$ cat src/rtl/throttle_rate_ctrl.sv
// Throttle rate-step controller: button presses move a saturating target level, and
// the live level ramps toward it one divider handshake (plus dwell) at a time.
module throttle_rate_ctrl #(
  parameter int DIV_W        = 25,
  parameter int NUM_LEVELS   = 6,
  parameter int DWELL_CYCLES = 1000000,
  parameter int ACK_TIMEOUT  = 2000000
) (
  input  logic             CLK_50,
  input  logic             reset_n,
  input  logic             up_req,
  input  logic             dn_req,
  input  logic             cfg_ack,
  output logic [DIV_W-1:0] div_half,
  output logic             cfg_valid,
  output logic [2:0]       level,
  output logic [2:0]       target,
  output logic             busy,
  output logic             cfg_err
);

  typedef enum logic [1:0] {
    ST_IDLE     = 2'd0,
    ST_WAIT_ACK = 2'd1,
    ST_DWELL    = 2'd2
  } state_e;

  localparam logic [2:0]  TOP_LVL    = 3'(NUM_LEVELS - 1);
  localparam logic [31:0] ACK_LAST   = 32'(ACK_TIMEOUT) - 32'd1;
  localparam logic [31:0] DWELL_LAST = 32'(DWELL_CYCLES) - 32'd1;

  function automatic logic [DIV_W-1:0] div_lookup(input logic [2:0] idx);
    logic [DIV_W-1:0] r;
    case (idx)
      3'd0:    r = DIV_W'(32'd25000000);
      3'd1:    r = DIV_W'(32'd12500000);
      3'd2:    r = DIV_W'(32'd8333333);
      3'd3:    r = DIV_W'(32'd6250000);
      3'd4:    r = DIV_W'(32'd5000000);
      3'd5:    r = DIV_W'(32'd4166667);
      default: r = DIV_W'(32'd25000000);
    endcase
    return r;
  endfunction

  state_e           state_q;
  logic             up_hist_q, dn_hist_q;
  logic [2:0]       target_q, target_d;
  logic [2:0]       level_q, nxt_q, step_lvl;
  logic [DIV_W-1:0] div_q;
  logic             valid_q, busy_q, err_q;
  logic [31:0]      cnt_q;
  logic             up_press, dn_press;

  // Rising-edge press detection and saturating target update
  always_comb begin
    up_press = up_req & ~up_hist_q;
    dn_press = dn_req & ~dn_hist_q;
    target_d = target_q;
    if (up_press && !dn_press) begin
      if (target_q < TOP_LVL) target_d = target_q + 3'd1;
      else                    target_d = target_q;
    end else if (dn_press && !up_press) begin
      if (target_q != 3'd0) target_d = target_q - 3'd1;
      else                  target_d = target_q;
    end else begin
      target_d = target_q;
    end
  end

  // One level toward the target; only consumed when level differs from target
  always_comb begin
    if (target_q > level_q) step_lvl = level_q + 3'd1;
    else                    step_lvl = level_q - 3'd1;
  end

  // Button history resets high so a button held through reset is not a press
  always_ff @(posedge CLK_50 or negedge reset_n) begin
    if (!reset_n) begin
      up_hist_q <= 1'b1;
      dn_hist_q <= 1'b1;
      target_q  <= 3'd0;
    end else begin
      up_hist_q <= up_req;
      dn_hist_q <= dn_req;
      target_q  <= target_d;
    end
  end

  // Step sequencer: issue step, wait for ack or timeout, then dwell
  always_ff @(posedge CLK_50 or negedge reset_n) begin
    if (!reset_n) begin
      state_q <= ST_IDLE;
      level_q <= 3'd0;
      nxt_q   <= 3'd0;
      div_q   <= div_lookup(3'd0);
      valid_q <= 1'b0;
      busy_q  <= 1'b0;
      err_q   <= 1'b0;
      cnt_q   <= 32'd0;
    end else begin
      err_q <= 1'b0;
      case (state_q)
        ST_IDLE: begin
          if (level_q != target_q) begin
            nxt_q   <= step_lvl;
            div_q   <= div_lookup(step_lvl);
            valid_q <= 1'b1;
            busy_q  <= 1'b1;
            cnt_q   <= 32'd0;
            state_q <= ST_WAIT_ACK;
          end else begin
            busy_q <= 1'b0;
          end
        end
        ST_WAIT_ACK: begin
          // Ack takes priority over a timeout landing on the same edge
          if (cfg_ack) begin
            level_q <= nxt_q;
            valid_q <= 1'b0;
            cnt_q   <= 32'd0;
            state_q <= ST_DWELL;
          end else if (cnt_q == ACK_LAST) begin
            valid_q <= 1'b0;
            div_q   <= div_lookup(level_q);
            err_q   <= 1'b1;
            busy_q  <= 1'b0;
            state_q <= ST_IDLE;
          end else begin
            cnt_q <= cnt_q + 32'd1;
          end
        end
        ST_DWELL: begin
          if (cnt_q == DWELL_LAST) begin
            busy_q  <= 1'b0;
            state_q <= ST_IDLE;
          end else begin
            cnt_q <= cnt_q + 32'd1;
          end
        end
        default: begin
          valid_q <= 1'b0;
          busy_q  <= 1'b0;
          state_q <= ST_IDLE;
        end
      endcase
    end
  end

  assign div_half  = div_q;
  assign cfg_valid = valid_q;
  assign level     = level_q;
  assign target    = target_q;
  assign busy      = busy_q;
  assign cfg_err   = err_q;

endmodule

$ cat config.mk
export PLATFORM = sky130hd
export DESIGN_NAME = throttle_rate_ctrl
export DESIGN_NICKNAME = d
export VERILOG_FILES = /design/src/rtl/throttle_rate_ctrl.sv
export SDC_FILE = /design/constraint.sdc
export NUM_CORES = 1
export LEC_CHECK = 0
export CAP_MARGIN = 0
export CORE_MARGIN = 5
export CORE_UTILIZATION = 40
export DETAILED_ROUTE_END_ITERATION = 8
export PLACE_DENSITY_LB_ADDON = 0.1
export REMOVE_ABC_BUFFERS = 1
export SETUP_SLACK_MARGIN = 0.02
export SKIP_LAST_GASP = 1
export SYNTH_ARGS = -nofsm -noshare
export SYNTH_HDL_FRONTEND = slang
export SYNTH_SLANG_ARGS = --single-unit
export TNS_END_PERCENT = 1
$ cat constraint.sdc
create_clock -name CLK_50 -period 3.6 [get_ports CLK_50]
set_input_delay 0.72 -clock CLK_50 [delete_from_list [all_inputs] [get_ports CLK_50]]
set_output_delay 0.72 -clock CLK_50 [all_outputs]
set_load 0.01 [all_outputs]
==> impl_metrics.yaml, run 1 <==
timing:
  final_max_slew_viol_count: 0
  fin_crit_sh_pct: 77.7
  hold_viol: 0
  setup_viol_count_final: 0
  fin_crit_ns: 2.80
  rsz0062_at_grt: "false"
  worst_slew_pin_slew_ns: 1.05
  fmax_mhz: 358
  fin_worst_skew_ns: 0.00911
  maxSlewHeadroom_pct: 30.3
  setup_tns_ns: 0
power:
  p_sw_mw: 1.90
  combPwrFrac_pct: 57.7
  ir_drop_uv: 402
  p_seq_share_pct: 24.8
  powerDensity_mw_per_mm2: 889
  swShare_pct: 41.4
  power.leakage_nw: 2.22
  intPower_mw: 2.68
  clockPowerShare_pct: 17.5
clocking:
  cts_root_buffer: "clkbuf_8"
  clk_pin_slew_worst_paths_ns: 0.08
  cts_max_level: 3
  cts_setup_buffers: 0
  clk_latency_ns: 0.36
  cts_sinks: 68
  cts_made_buffers: 9
  cts_tree: "built"
  cts_resized: 0
  cts_hold_buf: 0
  ctsLongestPathBuffers: 2
global_routing:
  antenna_found_initial: 0
  gr-total-overflow: 0
  track_usage_pct: 18.5
  grt_pass1_wl_um: 19500
  grt_max_degree: 47
  grt_pass1_vias: 3663
finish:
  nFillCells: 1071
  fin_util_pct: 47.5
  final_cell_mix: "dfrtp_1 (56), o31ai_1 (37), clkdlybuf4s50_1 (34), nand2_1 (26), a21oi_1 (24)"
  area_growth_pct: 16.3
  num_antenna_cells: 0
  nets: 523
  drive_gt1_share_pct: 14.0
  final_common_cell: "dfrtp_1"
synthesis:
  synth_edf_count: 0
  synth_cell_types: 63
  ys_async_sr_fraction_pct: 100
  synth-seq-cells: 68
  synth.avg_cell_area_sq_um: 9.35
  seq_area_frac_synth_pct: 38.8
  yosys_warnings: 0
  synth_area_sq_mm: 0.00442
  synthCells: 473
  synthFlopType: "dfrtp_1"
drt:
  wl_per_cell_um: 17.7
  avgViaCountPerCell: 5.94
  drt_iter0_drc: 188
  firstDrtPassIters: 4
  final_antenna_net_count: 0
  totalWireLength_um: 11400
  drc_errors: 0
  vias: 3837
critical_path:
  critPathRequiredTime_ns: 3.84
  crit_chain: "or4_1 > or4_1 > o32ai_2 > and2_1 > buf_4 > mux2_2"
  setup.worst_path.class: "reg2reg"
  crit_fanout: 18
  cp_common_cell: "or4_1"
  critPathArrivalTime_ns: 3.04
  critPathTopFamily: "simple AND/OR/NAND/NOR gates"
  end_kind: "register"
  slowest_stage: "or4_1"
  critical_path.startpoint_type: "register"
  slowest_delay_ns: 0.59
  cp_num_buf_inv: 1
placed_design:
  portBuffers: 35
  dp_hpwl_um: 8040
  routabilityCongestion: 0.810
floorplanning:
  die_h_um: 115
  fp.dieW_um: 115
  floorplan.initialDensity_pct: 40.8
  die-area_sq_mm: 0.0133
  core-area_sq_mm: 0.0108
  io_pins: 39
  rows: 38
outcome:
  status: "finished, final reports clean"
run:
  cap_violations: 0
hold_path:
  min_path_type: "reg2reg"
final cells by class:
type / count / area (sq um) / share of cell area, %
tap: 140 / 175 / 3.40
sequential: 68 / 1720 / 33.4
inverter: 19 / 71.3 / 1.39
clock buffer: 12 / 155 / 3.01
timing repair buffer: 53 / 480 / 9.34
clock inverter: 4 / 95.1 / 1.85
multi-input combinational: 350 / 2450 / 47.7
sequential cells by signal (all words and copies together) (netlist names):
signal / flops
state_q: 2
up_hist_q: 1
busy: 1
cfg_valid: 1
cnt_q: 32
level: 3
target: 3
dn_hist_q: 1
nxt_q: 3
div_half: 20
cfg_err: 1
worst paths after layout:
check | startpoint | to | slack [ns] | cells after the start
max | cnt_q[13] | div_half[15] | 0.80 | 6
min | div_half[14] | div_half[14] | 0.47 | 2
max reg2reg | cnt_q[13] | div_half[15] | 0.80 | 6
min reg2reg | div_half[14] | div_half[14] | 0.47 | 2
max in group asynchronous | reset_n | cnt_q[25] | 2.28 | 2
min in group asynchronous | reset_n | div_half[3] | 0.55 | 1
worst register-to-register path: stages (launching register included):
cell and delay [ns]:
dfrtp_1 0.45, or4_1 0.52, or4_1 0.59, o32ai_2 0.34, and2_1 0.16, buf_4 0.25, mux2_2 0.37
metal layers:
metal  up-vias  track usage [%]  wire length [um]
met5         -                0                 0
met4         0             7.04               147
met3        10             2.42               643
met2       101             27.3              4960
met1      1863             27.4              5670
li1       1863                -                 -
Yosys cell counts (11+ instances only):
| cell type | instances | area (sq um) |
|---|---|---|
| inv_1 | 19 | 71.3 |
| mux2_2 | 17 | 191 |
| o21ai_0 | 16 | 80.1 |
| o31ai_1 | 37 | 278 |
| ha_1 | 16 | 200 |
| nor2_1 | 22 | 82.6 |
| clkbuf_1 | 22 | 82.6 |
| a21oi_1 | 24 | 120 |
| mux2i_1 | 14 | 140 |
| nand3_1 | 22 | 110 |
| dfrtp_1 | 56 | 1400 |
| nand2_1 | 26 | 97.6 |
| nor4_1 | 11 | 68.8 |
| dfstp_2 | 12 | 315 |
power by group through the flow:
stage                     sequential [mW]  combinational (mW)  clock (mW)
after floorplan                      1.20                1.65           0
after global placement               1.15                2.62           0
after detailed placement             1.15                2.65           0
after global routing                 1.17                2.93       0.848
final                                1.14                2.64       0.800
after CTS                            1.14                2.66       0.820
kinds of logic after synthesis:
| group | after synthesis | synth area share [%] |
|---|---|---|
| AOI/OAI and AO/OA | 142 | 22.8 |
| xor gates and xnor gates | 3 | 0.594 |
| buffers and inverters | 56 | 5.85 |
| and+or+nand+nor | 153 | 19.0 |
| adders and majority gates | 17 | 4.98 |
| other | 2 | 0.170 |
| DFF | 68 | 38.8 |
| muxes | 32 | 7.83 |
per-stage QoR:
step                      cells  total power, mW  instance area (sq um)  hold slack [ns]  worst slack (ns)
after floorplan             437             2.86                   4240            0.424             0.530
after global placement      630             3.77                   4900            0.459             0.812
after detailed placement    630             3.80                   4900            0.465             0.764
after CTS                   646             4.62                   5150            0.476             0.793
after global routing        646             4.95                   5150            0.504             0.612
final                       646             4.58                   5150            0.470             0.804
Note: power is estimated with default switching activity, not from simulation.
==> inputs of run 2 (changes only) <==
Clock period 3.6 ns to 2.8 ns, I/O delays scaled along.
==> run 2 against run 1 <==
Final cell count up 1.2%; global-route usage fell by 0.20 points; sequential power is 26% higher; largest cell class unchanged; highest routed layer unchanged.
==> impl_metrics.yaml, run 2 (synthesis results as in run 1) <==
timing:
  worst_slew_pin_slew_ns: 0.729
  fin_crit_ns: 2.56
  setup_viol_count_final: 0
  fin_crit_sh_pct: 91.4
  fin_worst_skew_ns: 0.0171
  fin_hold_ws_ns: 0.266
  fmax_mhz: 391
  maxSlewHeadroom_pct: 51.4
  setup_tns_ns: 0
  rsz0062_at_grt: "false"
  hold_viol: 0
  final_max_slew_viol_count: 0
clocking:
  cts_hold_buf: 0
  ctsLongestPathBuffers: 2
  cts_resized: 0
  cts_max_level: 3
  cts_setup_buffers: 0
  cts_sinks: 68
  clk_latency_ns: 0.36
  cts_made_buffers: 9
  cts_root_buffer: "clkbuf_8"
  cts_tree: "built"
  clk_pin_slew_worst_paths_ns: 0.08
critical_path:
  setup.worst_path.class: "reg2reg"
  rrSetupSlack_ns: 0.24
  end_kind: "register"
  critPathRequiredTime_ns: 3.05
  critPathArrivalTime_ns: 2.81
  worstRegToRegCells: 8
  crit_fanout: 36
  critical_path.startpoint_type: "register"
  r2r-start: "cnt_q[0]"
  r2r_end: "cnt_q[29]"
floorplanning:
  die_h_um: 115
  die-area_sq_mm: 0.0133
  io_pins: 39
  fp.dieW_um: 115
  floorplan.initialDensity_pct: 40.8
  core-area_sq_mm: 0.0108
  rows: 38
outcome:
  status: "finished, final reports clean"
finish:
  nets: 531
  final_cell_mix: "dfrtp_1 (56), o31ai_1 (37), clkdlybuf4s50_1 (34), nand2_1 (26), a21oi_1 (24)"
  num_antenna_cells: 0
  fin_util_pct: 48.2
  largest_register: "cnt_q"
  area_growth_pct: 18.0
  fin_area_sq_mm: 0.00522
  largest_reg_flops: 32
  drive_gt1_share_pct: 15.2
  final_common_cell: "dfrtp_1"
global_routing:
  antenna_found_initial: 0
  grt_pass1_vias: 3680
  grt-busiest-layer: "met1"
  use_met3_pct: 3.68
  met2_usage_pct: 26.8
  grt_pass1_wl_um: 19200
  grt_max_degree: 39
  met1_usage_pct: 27.1
  track_usage_pct: 18.3
  gr-total-overflow: 0
power:
  total_power_mw: 5.83
  ir_drop_uv: 562
  power.leakage_nw: 2.26
  powerDensity_mw_per_mm2: 1120
placed_design:
  dpl_cell_area_sq_mm: 0.00503
  routabilityCongestion: 0.864
  dp_hpwl_um: 8170
  portBuffers: 35
drt:
  final_antenna_net_count: 0
  drc_errors: 0
  avgViaCountPerCell: 5.90
  wl_per_cell_um: 17.5
  vias: 3856
  drt_iter0_drc: 238
  firstDrtPassIters: 5
  totalWireLength_um: 11400
hold_path:
  min_path_type: "in2async"
run:
  cap_violations: 0
-- run 2: cell count changes in the layout (fill, tap and decap cells not counted) --
cell / delta
buf_12: +6
bufinv_16: -3
buf_4: +2
clkbuf_8: +2
clkbuf_1: +1
-- run 2: how the worst max path moves through the flow --
stage / start / end / slack [ns] / cells past startpoint
6_report: cnt_q[0] / cnt_q[29] / 0.24 / 8
4_1_cts: cnt_q[0] / cnt_q[29] / 0.23 / 8
3_5_place_dp: cfg_ack / div_half[15] / 0.19 / 7
2_1_floorplan: cnt_q[13] / div_half[15] / -0.27 / 5
3_3_place_gp: cfg_ack / div_half[15] / 0.24 / 7
5_1_grt: cnt_q[0] / div_half[2] / 0.09 / 7
-- run 2: stage by stage --
stage | setup WS (ns) | std cells
2_1_floorplan | -0.270 | 437
3_3_place_gp | 0.236 | 638
3_5_place_dp | 0.194 | 638
4_1_cts | 0.226 | 654
5_1_grt | 0.0946 | 654
6_report | 0.241 | 654
-- run 2: final cells by class --
| type | instances | area, sq um |
|---|---|---|
| flip-flops and latches | 68 | 1720 |
| inverters | 19 | 71.3 |
| multi-input cells | 350 | 2450 |
| clock inverters | 1 | 5.00 |
| fillers | 1006 | 5620 |
| repair buffers | 61 | 616 |
| well taps | 140 | 175 |
| clock buffers | 15 | 186 |
-- run 2: per-layer routing --
metal	share of wire, %	wire [um]
met5	0	0
met4	1.1	122
met3	4.8	545
met2	44	5030
met1	50	5730
-- run 2: where the power goes --
part,total (mW),internal (mW),switching [mW]
logic,3.59,1.66,1.94
clock network,0.803,0.419,0.384
registers,1.44,1.27,0.169
-- run 2: critical path, stage by stage, from the launching register on --
cell and delay, ns:
dfrtp_1 0.40, ha_1 0.23, nand3_1 0.17, or4_1 0.62
buf_4 0.20, a211oi_4 0.25, buf_12 0.24, nor4_1 0.08
mux2_2 0.26
